`src/rtl/opsel_pkg.sv`:
```
// Shared types and chord-to-opcode table for the opcode chord latch.
package opsel_pkg;

  localparam int unsigned CHORD_W    = 4;
  localparam int unsigned NUM_CHORDS = 10;

  typedef enum logic [3:0] {
    OP_ADD = 4'd0,
    OP_SUB = 4'd1,
    OP_MUL = 4'd2,
    OP_DIV = 4'd3,
    OP_MOD = 4'd4,
    OP_AND = 4'd5,
    OP_OR  = 4'd6,
    OP_XOR = 4'd7,
    OP_SHL = 4'd8,
    OP_SHR = 4'd9
  } opcode_e;

  typedef enum logic [1:0] {
    ST_IDLE     = 2'd0,
    ST_COLLECT  = 2'd1,
    ST_WAIT_REL = 2'd2,
    ST_DECODE   = 2'd3
  } state_e;

  typedef struct packed {
    logic [CHORD_W-1:0] chord;
    opcode_e            op;
  } chord_entry_t;

  typedef struct packed {
    logic    hit;
    opcode_e op;
  } lookup_t;

  localparam chord_entry_t CHORD_TABLE [NUM_CHORDS] = '{
    '{chord: 4'b0001, op: OP_ADD},
    '{chord: 4'b0010, op: OP_SUB},
    '{chord: 4'b0100, op: OP_MUL},
    '{chord: 4'b1000, op: OP_DIV},
    '{chord: 4'b0101, op: OP_MOD},
    '{chord: 4'b0011, op: OP_AND},
    '{chord: 4'b0110, op: OP_OR},
    '{chord: 4'b1100, op: OP_XOR},
    '{chord: 4'b0111, op: OP_SHL},
    '{chord: 4'b1110, op: OP_SHR}
  };

  // Chords absent from the table report hit=0; op is then don't-care (ADD).
  function automatic lookup_t chord_lookup(input logic [CHORD_W-1:0] chord);
    lookup_t r;
    r.hit = 1'b0;
    r.op  = OP_ADD;
    for (int i = 0; i < NUM_CHORDS; i++) begin
      if (CHORD_TABLE[i].chord == chord) begin
        r.hit = 1'b1;
        r.op  = CHORD_TABLE[i].op;
      end
    end
    return r;
  endfunction

endpackage

```
`src/rtl/key_debounce.sv`:
```
// Two-flop synchroniser plus stable-count debouncer for one push-button.
module key_debounce #(
  parameter int unsigned DEBOUNCE_CYCLES = 50000
) (
  input  logic clk,
  input  logic rst_n,
  input  logic raw,
  output logic clean
);

  localparam int unsigned CNT_W = $clog2(DEBOUNCE_CYCLES);

  logic             sync1_q, sync1_d;
  logic             sync2_q, sync2_d;
  logic             clean_q, clean_d;
  logic [CNT_W-1:0] cnt_q,   cnt_d;

  // Counter tracks consecutive cycles where the synced input disagrees with clean.
  always_comb begin
    sync1_d = raw;
    sync2_d = sync1_q;
    clean_d = clean_q;
    cnt_d   = '0;
    if (sync2_q != clean_q) begin
      if (cnt_q == CNT_W'(DEBOUNCE_CYCLES - 1)) begin
        clean_d = sync2_q;
        cnt_d   = '0;
      end else begin
        cnt_d = cnt_q + CNT_W'(1);
      end
    end
  end

  always_ff @(posedge clk or negedge rst_n) begin
    if (!rst_n) begin
      sync1_q <= 1'b0;
      sync2_q <= 1'b0;
      clean_q <= 1'b0;
      cnt_q   <= '0;
    end else begin
      sync1_q <= sync1_d;
      sync2_q <= sync2_d;
      clean_q <= clean_d;
      cnt_q   <= cnt_d;
    end
  end

  assign clean = clean_q;

endmodule

```
`src/rtl/opcode_chord_latch.sv`:
```
// Debounces four buttons, collects a chord over a window and latches the decoded ALU opcode.
// Define OPSEL_STICKY_ERROR_EN for a level op_error plus a saturating err_count output.
module opcode_chord_latch
  import opsel_pkg::*;
#(
  parameter int unsigned NUM_KEYS        = 4,
  parameter int unsigned OPCODE_W        = 4,
  parameter int unsigned DEBOUNCE_CYCLES = 50000,
  parameter int unsigned CHORD_WINDOW    = 250000
) (
  input  logic                clk,
  input  logic                rst_n,
  input  logic [NUM_KEYS-1:0] key_raw,
  output logic [OPCODE_W-1:0] opcode,
  output logic                op_valid,
  output logic                op_error,
  output logic                busy
`ifdef OPSEL_STICKY_ERROR_EN
  ,
  output logic [7:0]          err_count
`endif
);

  localparam int unsigned TIMER_W = $clog2(CHORD_WINDOW + 1);

  if (NUM_KEYS != 4) begin : g_bad_num_keys
    $error("opcode_chord_latch: chord table is defined for NUM_KEYS == 4 only");
  end
  if (OPCODE_W < 4) begin : g_bad_opcode_w
    $error("opcode_chord_latch: OPCODE_W must be at least 4");
  end
  if (DEBOUNCE_CYCLES < 2) begin : g_bad_debounce
    $error("opcode_chord_latch: DEBOUNCE_CYCLES must be at least 2");
  end
  if (CHORD_WINDOW < 1) begin : g_bad_window
    $error("opcode_chord_latch: CHORD_WINDOW must be at least 1");
  end

  logic [NUM_KEYS-1:0] kd;

  for (genvar k = 0; k < NUM_KEYS; k++) begin : g_key
    key_debounce #(
      .DEBOUNCE_CYCLES(DEBOUNCE_CYCLES)
    ) u_key_debounce (
      .clk  (clk),
      .rst_n(rst_n),
      .raw  (key_raw[k]),
      .clean(kd[k])
    );
  end

  state_e              state_q,    state_d;
  logic [NUM_KEYS-1:0] acc_q,      acc_d;
  logic [TIMER_W-1:0]  timer_q,    timer_d;
  logic [OPCODE_W-1:0] opcode_q,   opcode_d;
  logic                op_valid_q, op_valid_d;
  logic                op_error_q, op_error_d;
  logic                busy_q,     busy_d;
  lookup_t             lk;
`ifdef OPSEL_STICKY_ERROR_EN
  logic [7:0]          err_count_q, err_count_d;
`endif

  assign lk = chord_lookup(CHORD_W'(acc_q));

  // Chord FSM; busy is registered from the next state so it tracks state_q != IDLE.
  always_comb begin
    state_d    = state_q;
    acc_d      = acc_q;
    timer_d    = timer_q;
    opcode_d   = opcode_q;
    op_valid_d = 1'b0;
`ifdef OPSEL_STICKY_ERROR_EN
    op_error_d  = op_error_q;
    err_count_d = err_count_q;
`else
    op_error_d = 1'b0;
`endif

    case (state_q)
      ST_IDLE: begin
        if (kd != '0) begin
          state_d = ST_COLLECT;
          acc_d   = kd;
          timer_d = '0;
        end
      end

      ST_COLLECT: begin
        acc_d   = acc_q | kd;
        timer_d = timer_q + TIMER_W'(1);
        if ((timer_q == TIMER_W'(CHORD_WINDOW - 1)) || (kd == '0)) begin
          state_d = ST_WAIT_REL;
        end
      end

      ST_WAIT_REL: begin
        if (kd == '0) begin
          state_d = ST_DECODE;
        end
      end

      ST_DECODE: begin
        state_d = ST_IDLE;
        if (lk.hit) begin
          opcode_d   = OPCODE_W'(lk.op);
          op_valid_d = 1'b1;
          op_error_d = 1'b0;
        end else begin
          op_error_d = 1'b1;
`ifdef OPSEL_STICKY_ERROR_EN
          if (err_count_q != 8'hFF) begin
            err_count_d = err_count_q + 8'd1;
          end
`endif
        end
      end

      default: begin
        state_d = ST_IDLE;
      end
    endcase

    busy_d = (state_d != ST_IDLE);
  end

  always_ff @(posedge clk or negedge rst_n) begin
    if (!rst_n) begin
      state_q    <= ST_IDLE;
      acc_q      <= '0;
      timer_q    <= '0;
      opcode_q   <= '0;
      op_valid_q <= 1'b0;
      op_error_q <= 1'b0;
      busy_q     <= 1'b0;
`ifdef OPSEL_STICKY_ERROR_EN
      err_count_q <= '0;
`endif
    end else begin
      state_q    <= state_d;
      acc_q      <= acc_d;
      timer_q    <= timer_d;
      opcode_q   <= opcode_d;
      op_valid_q <= op_valid_d;
      op_error_q <= op_error_d;
      busy_q     <= busy_d;
`ifdef OPSEL_STICKY_ERROR_EN
      err_count_q <= err_count_d;
`endif
    end
  end

  assign opcode   = opcode_q;
  assign op_valid = op_valid_q;
  assign op_error = op_error_q;
  assign busy     = busy_q;
`ifdef OPSEL_STICKY_ERROR_EN
  assign err_count = err_count_q;
`endif

endmodule

```
`config.mk`:
```
export PLATFORM = sky130hd
export DESIGN_NAME = opcode_chord_latch
export DESIGN_NICKNAME = d
export VERILOG_FILES = /design/src/rtl/opsel_pkg.sv /design/src/rtl/key_debounce.sv /design/src/rtl/opcode_chord_latch.sv
export SDC_FILE = /design/constraint.sdc
export NUM_CORES = 1
export LEC_CHECK = 0
export ABC_AREA = 1
export BUFFER_PORTS_ARGS = -buffer_cell sky130_fd_sc_hd__buf_4
export CORE_MARGIN = 10
export CORE_UTILIZATION = 54
export DETAILED_ROUTE_END_ITERATION = 7
export PLACE_DENSITY = 0.77
export SLEW_MARGIN = 20
export SYNTH_ARGS = -nofsm -noshare
export SYNTH_HDL_FRONTEND = slang
export SYNTH_SLANG_ARGS = --single-unit
```
`constraint.sdc`:
```
create_clock -name clk -period 1.7 [get_ports clk]
set_input_delay 0.255 -clock clk [delete_from_list [all_inputs] [get_ports clk]]
set_output_delay 0.255 -clock clk [all_outputs]
set_load 0.02 [all_outputs]
```
# Word level (Yosys, flattened, before mapping)
# Index checks and enable logic that the tools add are counted.
# word_totals
ff_bits	107
latchBits	0
mem_bits_rw	0
mem_bits_ro	0
in_bits	6
out_inout_bits	7
word_cells	94
mem_count	0
# classes
addsub	5
n_mul	0
div_mod_pow	0
order_cmp	0
eq_ne	23
shifts	0
n_mux	30
bitwise_logic	1
n_reduce_logical	12
# ops
cell	count
$mux W16	8
$add A16 B1 Y16 const B	4
$eq A16 B16 Y1 const B	4
$mux W5	10
$pmux W18 S2	1
$add A18 B1 Y18 const B	1
$eq A18 B18 Y1 const B	1
$mux W18	1
$eq A3 B4 Y1 const A	4
$eq A4 B4 Y1 const A	3
$reduce_and A2 Y1	6
$eq A2 B4 Y1 const A	2
$pmux W2 S4	1
$pmux W4 S2	1
$mux W2	3
$eq A1 B4 Y1 const A	1
$eq A2 B2 Y1 const B	2
$logic_not A4 Y1	1
$mux W1	4
$mux W4	1
$ne A1 B1 Y1	4
$or A4 B4 Y4	1
$reduce_bool A2 Y1	2
$reduce_bool A4 Y1	1
4 further kinds	4

# Logic depth before layout (Yosys ltp)
# Gate-level depths: netlist (run 1).
# depth
word_depth	13
ltp_mapped	9
ltp_nobuf	9

# Modules after synthesis
# A second synthesis (run 1) with hierarchy kept.
# unflattened
cells_unflattened	747
area_unflattened_um2	5915.7
# by_module_without_submodules
mod	n_inst	cells_per_inst	area_each_um2	seq_area_each_um2
key_debounce	4	132	1036.0	475.5
opcode_chord_latch	1	219	1771.7	775.7

# Least setup slack after synthesis (run 1)
# OpenSTA, ideal clock, no wires.
# synth_timing
path_kind	flip-flop to flip-flop
from	reg timer_q[0]
to	reg timer_q[12]
setup_ns	0.122
arrival_time_ns	1.234
required_ns	1.578
setup_slack_ns	0.343
path_stages_with_launch	9
n_path_buf	0
synth_period_minus_slack_ns	1.357
path_cell_list	dfrtp_1 > ha_1 > nand2_1 > nor2_1 > nand2_1 > nor2_4 > nand3_1 > nor2_1 > a21oi_1
# synth_via
elab_chain_cells	2
# synth_lines
element	line	rtl
start: declaration	opcode_chord_latch.sv:54	logic [TIMER_W-1:0] timer_q, timer_d;
start signal: assignment	opcode_chord_latch.sv:142	timer_q <= timer_d;
$add A18 B1 Y18	opcode_chord_latch.sv:91	timer_d = timer_q + TIMER_W'(1);
$pmux W18 S2	opcode_chord_latch.sv:80	case (state_q)
# No other way between the ends.
# A chain may end at the register's enable or synchronous reset.

# Final worst setup path (run 1)
# layout_timing
from	reg g_key[0].u_key_debounce.cnt_q[0]
to	reg g_key[0].u_key_debounce.cnt_q[6]
# layout_via
elab_chain_cells	3
word_cells_on_any_way	4
classes_between	1 x add/sub; 1 x eq/ne; 2 x mux
# layout_lines
element	line	rtl
start: declaration	key_debounce.sv:16	logic [CNT_W-1:0] cnt_q, cnt_d;
start signal: assignment	key_debounce.sv:44	cnt_q <= cnt_d;
$add A16 B1 Y16 or $eq A16 B16 Y1 (tied branches)	key_debounce.sv:29, key_debounce.sv:25	
$mux W16 (*)	key_debounce.sv:25	if (cnt_q == CNT_W'(DEBOUNCE_CYCLES - 1)) begin
$mux W16 (*)	key_debounce.sv:24	if (sync2_q != clean_q) begin
named net g_key[0].u_key_debounce.cnt_d[6]	key_debounce.sv:16	
# The timed path passes the listed nets; every way through them passes the cells marked *.

==> results of run 1 <==
## metrics by stage
step                area [um2]  total power (uW)  worst slack (ns)  hold WS [ns]
global placement          5830              2800             0.216         0.247
detailed placement        5830              2810             0.185         0.246
floorplan                 5510              2710             0.343       -0.0406
finish                    6090              4340             0.167         0.358
global route              6090              4520           0.00803         0.365
CTS                       6070              4390             0.162         0.360
## where the power goes
group	switching [uW]	internal (uW)	leakage (uW)	total (uW)
registers	22.8	2580	0.00147	2600
logic	107	54.7	0.00126	162
clock network	885	695	0.0000977	1580
## sequential cells by signal, summed over array words and instances (netlist names)
| name | count |
|---|---|
| acc_q | 4 |
| busy | 1 |
| g_key.u_key_debounce.clean | 4 |
| g_key.u_key_debounce.cnt_q | 64 |
| g_key.u_key_debounce.sync1_q | 4 |
| g_key.u_key_debounce.sync2_q | 4 |
| op_error | 1 |
| op_valid | 1 |
| opcode | 4 |
| state_q | 2 |
| timer_q | 18 |
## worst max-delay path, delay by kind of cell, from the launching register on
kind | cells | cell delay [ns]
flops | 1 | 0.38
fa+ha+maj | 1 | 0.21
simple gates | 5 | 0.83
## logic make-up (layout without fill, tap and decap cells)
logic type,after synthesis,after routing,synth area share (%)
xor+xnor,22,22,3.64
fa+ha+maj,5,5,1.14
compound gates,64,64,6.93
flops,107,107,48.6
simple gates,393,393,32.8
buf+inv,98,138,6.89
## layer usage
layer,vias up,GRT usage [%]
li1,2272,-
met4,0,7.01
met1,2125,18.7
met2,96,26.3
met5,-,0
met3,26,3.02
## cells in the final DEF, fill, tap and decap left out, drive strengths merged, types with 5 or more instances in the layout
cell	instances
o22ai	5
nor2	127
xnor2	7
nand4	17
a21oi	22
inv	99
dfrtp	107
nand2	162
nor3	30
nor3b	6
ha	5
o21ai	27
clkbuf	10
xor2	15
nand3	48
buf	21
dlygate4sd3	5
## repair_timing
item,CTS,global route
hold buffers,5,0
endpoints found under the hold margin,36,0
buffers inserted,0,0
gates resized for setup,0,4
setup endpoints to repair,0,3
## layout make-up
class / count / area (um2) / area share [%]
Sequential cell: 107 / 2680 / 44.0
Multi-Input combinational cell: 484 / 2460 / 40.4
Inverter: 96 / 363 / 5.96
Timing Repair Buffer: 26 / 220 / 3.62
Tap cell: 133 / 166 / 2.73
Clock buffer: 10 / 128 / 2.10
Clock inverter: 6 / 68.8 / 1.13
## how the worst max path moves through the flow
stage          slack, ns                                 to
2_1_floorplan       0.34                        timer_q[12]
3_3_place_gp        0.22  g_key[3].u_key_debounce.cnt_q[15]
3_5_place_dp        0.18                        timer_q[12]
4_1_cts             0.16                        timer_q[12]
5_1_grt            0.008   g_key[3].u_key_debounce.cnt_q[9]
6_report            0.17   g_key[0].u_key_debounce.cnt_q[6]
==> impl_metrics.py, run 1 <==
metrics = {
    "floorplan": {
        "initial_core_util_pct": 55.8,
        "die_w_um": 121,
        "pin_count": 13,
        "row_count": 36,
        "die_h_um": 121,
        "core-area_um2": 9860,
        "dieArea_um2": 14600,
    },
    "cells_and_area": {
        "finalNonFillerCells": 862,
        "nets": 735,
        "post-route-util_pct": 61.7,
        "diodes": 0,
        "layout-drive-gt1-share_pct": 12.5,
        "syn_to_final_growth_pct": 10.5,
        "fill_cells": 823,
    },
    "synthesis": {
        "synth_edf_count": 0,
        "ys_seq_area_share_pct": 48.6,
        "yosys.area.top_type": "dfrtp_1",
        "synth_seq_cells": 107,
        "synth-warning-count": 0,
        "async_flop_share_pct": 100,
        "synthDistinctLibCells": 39,
        "ys.flop_type": "dfrtp_1",
        "synthTopCellsByCount": "153 x nand2_1, 115 x nor2_1, 107 x dfrtp_1",
        "syn-num-nets": 700,
        "netlist_area_um2": 5510,
        "synth.most_common_cell": "nand2_1",
        "avgSynthCellArea_um2": 7.99,
        "synth_cells": 689,
        "synth_area_leaders": "dfrtp_1 49%, nand2_1 10%, nor2_1 7.8%",
        "netlist.area_leader.share_pct": 48.6,
    },
    "worst_setup_path": {
        "worstPathMaxFanout": 6,
        "startpoint": "g_key[0].u_key_debounce.cnt_q[0]",
        "slowest_delay_ns": 0.38,
        "start_kind": "flip-flop",
        "slowest_stage": "dfrtp_1",
        "rrSetupSlack_ns": 0.17,
        "cp.arrival_ns": 1.79,
        "worstSetupEndpointType": "flip-flop",
        "cp_cell_sequence": "ha_1, nand3_2, nor2_1, nand2_1, nand2_2, nor3b_1",
        "ff2ff_path_depth": 6,
        "cp.required_ns": 1.96,
        "reg2reg_from": "g_key[0].u_key_debounce.cnt_q[0]",
        "r2r_end": "g_key[0].u_key_debounce.cnt_q[6]",
        "criticalPathCategory": "flip-flop to flip-flop",
    },
    "timing": {
        "tns_ns": 0,
        "post-route-min-period_ns": 1.53,
        "post-route-period-util_pct": 90.1,
        "drv_slew": 0,
        "worst_pin_slew_ns": 0.467,
        "setup_viol": 0,
        "rsz0062_at_grt": "no",
        "slew_headroom_pct": 68.8,
        "hold_violations": 0,
        "max_freq_mhz": 653,
        "skew_ns": 0.0138,
    },
    "drt": {
        "top_layer_used": "met4",
        "wl_met3_um": 446,
        "via_count": 4519,
        "met1_length_mm": 4.97,
        "drtIter0Drc": 254,
        "drt-total-wl_mm": 10.9,
        "wl_per_cell_um": 12.6,
        "drc": 0,
        "routed_via_density": 5.24,
        "ant_nets": 0,
        "firstDrtPassIters": 7,
        "wl_met2_mm": 5.22,
    },
    "clock_tree": {
        "tritoncts": "yes",
        "htree_levels": 3,
        "clock_latency_ns": 0.38,
        "path_clk_slew_ns": 0.10,
        "cts_made_buffers": 9,
        "cts-root-buf": "clkbuf_8",
        "cts.sinks": 107,
        "clock_path_buffers": 2,
    },
    "job": {
        "cap_violations": 0,
    },
    "placement": {
        "portBuffers": 12,
        "dp_hpwl_mm": 8.12,
        "gp_congestion": 0.890,
        "place_inst": 841,
    },
    "worst_hold_path": {
        "hold_path.class": "primary input to asynchronous set/reset pin",
    },
    "global_route": {
        "grt_pass1_vias": 4523,
        "antenna_found_initial": 0,
        "grt_start_max_net_pins": 45,
        "grt-ovfl-total": 0,
        "grt_usage_pct": 15.5,
        "grt_pass1_wl_mm": 19.1,
    },
    "pwr": {
        "powerDensity_nw_per_um2": 713,
        "ir_drop_uv": 447,
        "p_leak_uw": 0.00282,
    },
    "outcome": {
        "status": "finished clean",
    },
}
No activity file was read; power rests on OpenSTA's default activity.
==> run 2, diff against run 1 <==
--- a/config.mk
+++ b/config.mk
@@ -14,4 +14,5 @@
 export SLEW_MARGIN = 20
 export SYNTH_ARGS = -nofsm -noshare
 export SYNTH_HDL_FRONTEND = slang
+export SYNTH_HIERARCHICAL = 1
 export SYNTH_SLANG_ARGS = --single-unit
==> constraint.sdc (replaced) <==
create_clock -name clk -period 1.75 [get_ports clk]
set_input_delay 0.2625 -clock clk [delete_from_list [all_inputs] [get_ports clk]]
set_output_delay 0.2625 -clock clk [all_outputs]
set_load 0.02 [all_outputs]
==> run 2 against run 1 <==
  * Global-route usage is essentially flat
  * Hold slack lost 0.0021 ns
  * Worst setup slack gained 0.11 ns
  * Register-to-register slack gained 0.11 ns
  * Power grew 0.30%
  * Critical path depth shrank 1
  * First-iteration DRC count grew 65%
  * Final area grew 6.1%
  * Sequential power shrank 3%
  * Cell count grew 6.5%
  * Highest routed layer unchanged
==> impl_metrics.py, run 2 <==
metrics = {
    "synthesis": {
        "avgSynthCellArea_um2": 7.92,
        "synthDistinctLibCells": 38,
        "async_flop_share_pct": 100,
        "netlist_area_um2": 5920,
        "ys.flop_type": "dfrtp_1",
        "synth_seq_cells": 107,
        "synth.most_common_cell": "nand2_1",
        "synth_area_leaders": "dfrtp_1 45%, nand2_1 10%, nor2_1 9.5%",
        "ys_seq_area_share_pct": 45.3,
        "syn-num-nets": 758,
        "synth_cells": 747,
        "synth-warning-count": 6,
        "synthTopCellsByCount": "160 x nand2_1, 150 x nor2_1, 107 x dfrtp_1",
        "yosys.area.top_type": "dfrtp_1",
        "netlist.area_leader.share_pct": 45.3,
        "synth_edf_count": 0,
    },
    "drt": {
        "ant_nets": 0,
        "drt-total-wl_mm": 11.8,
        "via_count": 4822,
        "drc": 0,
        "wl_per_cell_um": 12.9,
        "drtIter0Drc": 420,
        "firstDrtPassIters": 5,
        "routed_via_density": 5.25,
    },
    "floorplan": {
        "initial_core_util_pct": 54.8,
        "pin_count": 13,
        "die_w_um": 125,
        "row_count": 38,
        "die_h_um": 125,
        "core-area_um2": 10800,
        "dieArea_um2": 15500,
    },
    "cells_and_area": {
        "largest_reg_flops": 64,
        "diodes": 0,
        "nets": 784,
        "largest_registers": "g_key.u_key_debounce/cnt_q (64), timer_q (18)",
        "final_cell_mix": "160 x nand2_1, 150 x nor2_1, 107 x dfrtp_1",
        "layout-drive-gt1-share_pct": 14.4,
        "syn_to_final_growth_pct": 9.20,
        "largest_register": "g_key.u_key_debounce/cnt_q",
        "mostFrequentLayoutCell": "nand2_1",
    },
    "placement": {
        "gp_congestion": 0.906,
        "portBuffers": 12,
        "dp_hpwl_mm": 8.75,
    },
    "global_route": {
        "antenna_found_initial": 0,
        "grt_start_max_net_pins": 39,
        "grt_pass1_wl_mm": 20.9,
        "grt_pass1_vias": 4634,
        "grt_usage_pct": 15.6,
        "grt-ovfl-total": 0,
    },
    "clock_tree": {
        "post_cts_resize_count": 0,
        "clock_path_buffers": 2,
        "cts.sinks": 107,
        "htree_levels": 3,
        "clock_latency_ns": 0.39,
        "path_clk_slew_ns": 0.11,
        "cts-root-buf": "clkbuf_8",
        "tritoncts": "yes",
        "cts_made_buffers": 9,
    },
    "timing": {
        "worst_pin_slew_ns": 0.513,
        "drv_slew": 0,
        "setup_viol": 0,
        "max_freq_mhz": 681,
        "skew_ns": 0.0144,
        "post-route-min-period_ns": 1.47,
        "holdWs_ns": 0.356,
        "rsz0062_at_grt": "no",
        "post-route-period-util_pct": 84.0,
        "hold_violations": 0,
        "tns_ns": 0,
        "slew_headroom_pct": 65.8,
    },
    "worst_setup_path": {
        "start_kind": "flip-flop",
        "cp.arrival_ns": 1.75,
        "ff2ff_path_depth": 5,
        "worstSetupEndpointType": "flip-flop",
        "worstPathMaxFanout": 18,
        "cp.required_ns": 2.03,
        "criticalPathCategory": "flip-flop to flip-flop",
    },
    "outcome": {
        "status": "finished clean",
    },
    "pwr": {
        "p_leak_uw": 0.00316,
        "ir_drop_uv": 502,
        "powerDensity_nw_per_um2": 674,
    },
    "job": {
        "cap_violations": 0,
    },
    "worst_hold_path": {
        "worstHoldPathCells": 0,
        "hold_path.class": "flip-flop to flip-flop",
    },
}
[run 2: cell count changes in the layout (fill, tap and decap cells not counted), moves of 6 or more]
cell	before	now
buf_4	20	13
nor3_1	22	1
nand2_1	153	160
nor2_1	114	150
o21ai_1	7	14
nand2_2	8	14
nand3_2	4	10
nand3_1	44	62
o21ai_0	17	7
[run 2: path summary, 6_finish.rpt]
check | startpoint | slack (ns) | end
max reg2reg | g_key[0].u_key_debounce/clean | 0.28 | acc_q[0]
min in group asynchronous | rst_n | 0.38 | timer_q[0]
max in group asynchronous | rst_n | 0.78 | g_key[3].u_key_debounce/cnt_q[13]
min | g_key[2].u_key_debounce/sync1_q | 0.36 | g_key[2].u_key_debounce/sync2_q
max | g_key[0].u_key_debounce/clean | 0.28 | acc_q[0]
min reg2reg | g_key[2].u_key_debounce/sync1_q | 0.36 | g_key[2].u_key_debounce/sync2_q
[run 2: area by class of cell]
cell class	instances	area, um2
fillers	956	4330
multi-input cells	543	2860
flip-flops and latches	107	2680
inverters	92	345
repair buffers	20	188
well taps	140	175
clock buffers	10	128
clock inverters	6	87.6
[run 2: critical path: stages (launching register included)]
cell and delay, ns:
dfrtp_1 0.45, nor2_1 0.16, nand2_1 0.13, nand2_4 0.20, nand2_2 0.18, a22o_1 0.22
[run 2: what timing repair did]
action | CTS | global route
hold buffers | 5 | 0
hold endpoints to repair | 38 | 0
buffers inserted | 0 | 0
[run 2: cells by family after synthesis]
family | share of synthesized area, %
buf+inv | 6.41
flops | 45.3
fa+ha+maj | 1.06
xor+xnor | 3.89
compound gates | 5.90
simple gates | 37.5
[run 2: through the flow]
stage / utilization, % / setup WS, ns / std cells / power [uW] / area (um2)
floorplan: - / 0.462 / 747 / 2650 / 5920
global placement: 57.4 / 0.334 / 897 / 2740 / 6190
detailed placement: 57.4 / 0.292 / 897 / 2750 / 6190
CTS: 59.9 / 0.267 / 918 / 4420 / 6460
global route: 59.9 / 0.135 / 918 / 4540 / 6460
finish: 59.9 / 0.281 / 918 / 4350 / 6460
[run 2: metal layers]
metal	GRT usage, %	part of all wire (%)	up-vias
met5	0	0	-
met4	4.04	1.4	0
met3	4.00	4.3	16
met2	25.6	48	90
met1	19.8	47	2285
li1	-	-	2431
[run 2: power breakdown]
group / internal, uW / total, uW / switching [uW]
clock network: 809 / 1650 / 843
logic: 56.0 / 166 / 110
registers: 2500 / 2530 / 33.1
total: 3370 / 4350 / 986
